### src/rtl/hash_chain_mc.sv
// Multi-channel rolling XOR/rotate hash. Each channel folds its beats into its own
// context, and the module emits one registered result per message end beat.
module hash_chain_mc #(
    parameter int DATA_W    = 128,
    parameter int CHANNELS  = 4,
    parameter int ROT       = 1,
    parameter int BIT_START = 9,
    parameter int BIT_END   = 8,
    localparam int CH_W     = (CHANNELS > 1) ? $clog2(CHANNELS) : 1
) (
    input  logic              clk,
    input  logic              rst,
    input  logic [DATA_W-1:0] data_i,
    input  logic [CH_W-1:0]   chan_i,
    input  logic              valid_i,
    output logic              ready_o,
    output logic [DATA_W-1:0] data_o,
    output logic [CH_W-1:0]   chan_o,
    output logic              valid_o,
    input  logic              ready_i,
    output logic              err_o
);

    localparam logic [CH_W:0] CH_LIMIT = (CH_W+1)'(CHANNELS);

    logic [DATA_W-1:0]   state_q [CHANNELS];
    logic [CHANNELS-1:0] active_q;

    logic              accept;
    logic              chan_ok;
    logic              is_start;
    logic              is_end;
    logic              chan_active;
    logic              proto_err;
    logic [DATA_W-1:0] cur_state;
    logic [DATA_W-1:0] rot_state;
    logic [DATA_W-1:0] next_hash;

    // Handshake: a beat transfers on a rising edge with valid_i && ready_o, and a
    // result transfers with valid_o && ready_i. The output slot accepts a new beat
    // whenever it is empty or being drained in the same cycle.
    assign ready_o  = !valid_o || ready_i;
    assign accept   = valid_i && ready_o;
    assign chan_ok  = ({1'b0, chan_i} < CH_LIMIT);
    assign is_start = data_i[BIT_START];
    assign is_end   = data_i[BIT_END];

    always_comb begin
        cur_state   = '0;
        chan_active = 1'b0;
        if (chan_ok) begin
            cur_state   = state_q[chan_i];
            chan_active = active_q[chan_i];
        end
    end

    // With ROT == 0 the right shift is by DATA_W and contributes nothing: plain XOR.
    assign rot_state = (cur_state << ROT) | (cur_state >> (DATA_W - ROT));
    assign next_hash = is_start ? data_i : (data_i ^ rot_state);

    // Orphan beats (no start seen) and restarts of an open message are both flagged.
    always_comb begin
        proto_err = 1'b0;
        if (!chan_ok) begin
            proto_err = 1'b1;
        end else if (is_start) begin
            proto_err = chan_active;
        end else begin
            proto_err = !chan_active;
        end
    end

    always_ff @(posedge clk or posedge rst) begin
        if (rst) begin
            for (int c = 0; c < CHANNELS; c++) begin
                state_q[c] <= '0;
            end
            active_q <= '0;
        end else if (accept && chan_ok) begin
            state_q[chan_i] <= next_hash;
            if (is_end) begin
                active_q[chan_i] <= 1'b0;
            end else if (is_start) begin
                active_q[chan_i] <= 1'b1;
            end
        end
    end

    always_ff @(posedge clk or posedge rst) begin
        if (rst) begin
            data_o  <= '0;
            chan_o  <= '0;
            valid_o <= 1'b0;
            err_o   <= 1'b0;
        end else begin
            err_o <= accept && proto_err;
            if (valid_o && ready_i) begin
                valid_o <= 1'b0;
            end
            if (accept && chan_ok && is_end) begin
                data_o  <= next_hash;
                chan_o  <= chan_i;
                valid_o <= 1'b1;
            end
        end
    end

endmodule

### config.mk
export PLATFORM = sky130hd
export DESIGN_NAME = hash_chain_mc
export DESIGN_NICKNAME = d
export VERILOG_FILES = /design/src/rtl/hash_chain_mc.sv
export SDC_FILE = /design/constraint.sdc
export NUM_CORES = 1
export LEC_CHECK = 0
export ABC_CLOCK_PERIOD_IN_PS = 71300
export CAP_MARGIN = 10
export CORE_MARGIN = 2
export CORE_UTILIZATION = 40
export DETAILED_ROUTE_END_ITERATION = 16
export PLACE_DENSITY_LB_ADDON = 0.05
export SLEW_MARGIN = 30
export SYNTH_ARGS = -nofsm -noshare
export SYNTH_HDL_FRONTEND = slang
export SYNTH_SLANG_ARGS = --single-unit
### constraint.sdc
create_clock -name clk -period 71.3 [get_ports clk]
set_input_delay 14.26 -clock clk [delete_from_list [all_inputs] [get_ports clk]]
set_output_delay 14.26 -clock clk [all_outputs]
set_load 0.01 [all_outputs]
==> run_results.csv <==
group,metric,value,unit
clocking,clockBufferDepth,3,
sta,layout_worst_path_cycle_share,0.421,
floorplan,num_io_pins,267,
sta,setup_viol,0,
yosys,ys_warn_count,0,
yosys,synth_area,27800,um2
worst_setup_path,cp-startpoint,"ready_i",
clocking,h-tree-depth,3,
clocking,cts-root-buf,"clkbuf_16",
placed_design,gp_congestion,0.736,
worst_setup_path,path_class,"input port to output port",
clocking,cts_setup_buffers,0,
floorplan,coreArea,68700,um2
layout,final_layout_size_suffix_gt1_frac,0.0726,
yosys,synth.avg_cell_area,10.4,um2
yosys,synth_top_area_frac,0.583,
worst_setup_path,reg2reg_depth,6,
sta,worst_pin_slew,0.981,ns
pwr,power_leakage,0.0151,uW
yosys,yosys-top-cells-count,"648 x dfrtp_1, 641 x nand2_1, 495 x o21ai_0",
worst_setup_path,end_kind,"output port",
hold_path,holdCritPathClass,"register to register",
worst_setup_path,cpPeakStageDelay,0.64,ns
run,drv_cap,0,
yosys,synthCells,2667,
worst_setup_path,critPathArrivalTime,15.75,ns
worst_setup_path,cp-start-kind,"input port",
sta,skew,0.0167,ns
worst_setup_path,crit_slowest_cell,"clkdlybuf4s50_1",
clocking,path_clk_slew,0.06,ns
yosys,yosysMostFrequentCell,"dfrtp_1",
placed_design,dp_cells,3689,
layout,num-fill-cells,6355,
global_route,grt_usage,0.194,
worst_setup_path,rr_endpoint,"state_q[84]$_DFFE_PP0P_",
worst_setup_path,cp.required,57.04,ns
yosys,ys_types,30,
worst_setup_path,cp_common_cell,"clkdlybuf4s50_1",
sta,fmax,33.3,MHz
yosys,syn_nets,2801,
worst_setup_path,worstPathMaxFanout,9,
yosys,synth_edf_count,0,
detailed_routing,dr_total_vias,19300,
global_route,grt_max_degree,204,
worst_setup_path,rrSetupSlack,68.11,ns
detailed_routing,via_per_inst,5.04,
layout,antenna_cells,0,
floorplan,chipHeight,268,um
yosys,ys_seq_elements,648,
placed_design,io_buffer_count,266,
pwr,power_density,33.6,nW/um2
global_route,grt_pass1_wl,110000,um
detailed_routing,wl_per_cell,17.9,um
detailed_routing,firstDrtPassIters,4,
yosys,synth_top_flop_cell,"dfrtp_1",
sta,fin_crit,30.01,ns
yosys,ys_seq_area_frac,0.583,
clocking,cts_tree,"built",
detailed_routing,drt_wl_total,68600,um
yosys,yosys.area.top_type,"dfrtp_1",
floorplan,fp.dieArea,71600,um2
worst_setup_path,path_cells,"clkdlybuf4s50_1 > nand2b_1 > clkdlybuf4s50_1",
clocking,hold_buffers,0,
layout,nets,2968,
floorplan,die_x,268,um
clocking,cts_resized,0,
detailed_routing,drc,0,
global_route,grt_pass1_vias,19400,
placed_design,dp_hpwl,39500,um
worst_setup_path,cp-endpoint,"ready_o",
detailed_routing,ant_nets,0,
global_route,grt_overflow,0,
global_route,grt_antenna_before_repair,1,
layout,final_cells,3823,
yosys,synth_area_leaders,"dfrtp_1 58%, mux2i_1 9.1%, o21ai_0 8.9%, nand2_1 8.7%, xnor2_1 3.3%",
sta,tns,0,ns
worst_setup_path,worstReg2RegStart,"valid_o$_DFFE_PP0P_",
floorplan,rows,96,
clocking,cts_sinks,648,
yosys,ys_async_sr_fraction,1.00,
layout,final_area,33600,um2
layout,syn_to_final_growth,20.7,%
sta,drv_slew,0,
sta,rsz0062_at_grt,"no",
sta,slew_headroom,0.346,
clocking,cts_buffers,73,
floorplan,start_util,0.405,
detailed_routing,drtIter0Drc,1019,
status,status,"finished, final reports clean",
clocking,clock_latency,0.60,ns
placed_design,place_area,31000,um2
sta,hold_viol,0,
pwr,ir_drop,16.7,uV
sta,hold_slack,0.475,ns
==> through the flow <==
| stage | total power [uW] | worst slack, ns | utilization |
|---|---|---|---|
| after floorplan | 658 | 38.88 | - |
| after global placement | 739 | 41.25 | 0.451 |
| after detailed placement | 750 | 41.27 | 0.451 |
| after CTS | 1140 | 41.27 | 0.488 |
| after global routing | 1200 | 41.22 | 0.488 |
| final | 1130 | 41.29 | 0.488 |
==> layout make-up <==
| class | instances | area (um2) | area share |
|---|---|---|---|
| multi-input combinational | 1816 | 10700 | 0.318 |
| inverter | 1 | 11.3 | 0.000336 |
| clock inverter | 17 | 201 | 0.00600 |
| clock buffer | 116 | 2310 | 0.0689 |
| tap | 931 | 1160 | 0.0347 |
| timing repair buffer | 294 | 2970 | 0.0885 |
| sequential | 648 | 16200 | 0.483 |
==> logic make-up (layout without fill, tap and decap cells) <==
kind of cell / count (synthesis) / in the layout / synth area share
AO/OA/AOI/OAI: 775 / 775 / 0.153
flip-flops: 648 / 648 / 0.583
buffers and inverters: 203 / 428 / 0.0344
AND/OR/NAND/NOR: 655 / 655 / 0.0898
XOR/XNOR: 128 / 128 / 0.0463
multiplexers: 258 / 258 / 0.0939
==> flip-flops by register name (all words and copies together) (netlist names), named ones only <==
name	flops
chan_o	2
data_o	128
err_o	1
state_q	512
valid_o	1
==> worst min path at each step <==
stage / start / depth (start not counted) / end / slack [ns]
after floorplan: state_q[265]$_DFFE_PP0P_ / 2 / state_q[265]$_DFFE_PP0P_ / 0.45
after global placement: state_q[298]$_DFFE_PP0P_ / 2 / state_q[298]$_DFFE_PP0P_ / 0.46
after detailed placement: state_q[310]$_DFFE_PP0P_ / 2 / state_q[310]$_DFFE_PP0P_ / 0.47
after CTS: state_q[265]$_DFFE_PP0P_ / 2 / state_q[265]$_DFFE_PP0P_ / 0.48
after global routing: state_q[186]$_DFFE_PP0P_ / 2 / state_q[186]$_DFFE_PP0P_ / 0.49
final: state_q[469]$_DFFE_PP0P_ / 2 / state_q[469]$_DFFE_PP0P_ / 0.47
==> power breakdown <==
| group | total, uW | switching (uW) | internal [uW] | leakage, uW |
|---|---|---|---|---|
| clock network | 386 | 149 | 237 | 0.00124 |
| logic | 229 | 123 | 106 | 0.00580 |
| registers | 511 | 49.2 | 462 | 0.00807 |
==> placed cells by master (no fill, tap or decap), drive strengths merged, types with 2 or more instances in the layout <==
master / instances
nand2: 641
nor2: 2
nand2b: 2
mux2: 2
mux2i: 254
clkdlybuf4s50: 265
xnor2: 128
bufinv: 4
nand3: 3
and2: 2
clkinv: 9
clkbuf: 116
o21ai: 640
dfrtp: 648
buf: 29
mux4: 2
a41oi: 2
o22ai: 127
a21oi: 2
inv: 3
clkinvlp: 2
a31oi: 4
==> critical path, delay by kind of cell <==
family / cells / cell delay (ns)
buffers and inverters: 2 / 1.08
AND/OR/NAND/NOR: 1 / 0.41
==> per-layer routing <==
metal | up-vias | track usage | share of wire
met5 | - | 0 | 0.00025
met4 | 2 | 0.0468 | 0.015
met3 | 75 | 0.0309 | 0.041
met2 | 295 | 0.322 | 0.48
met1 | 9417 | 0.268 | 0.46
li1 | 9474 | - | -
(Power assumes the default switching activity.)
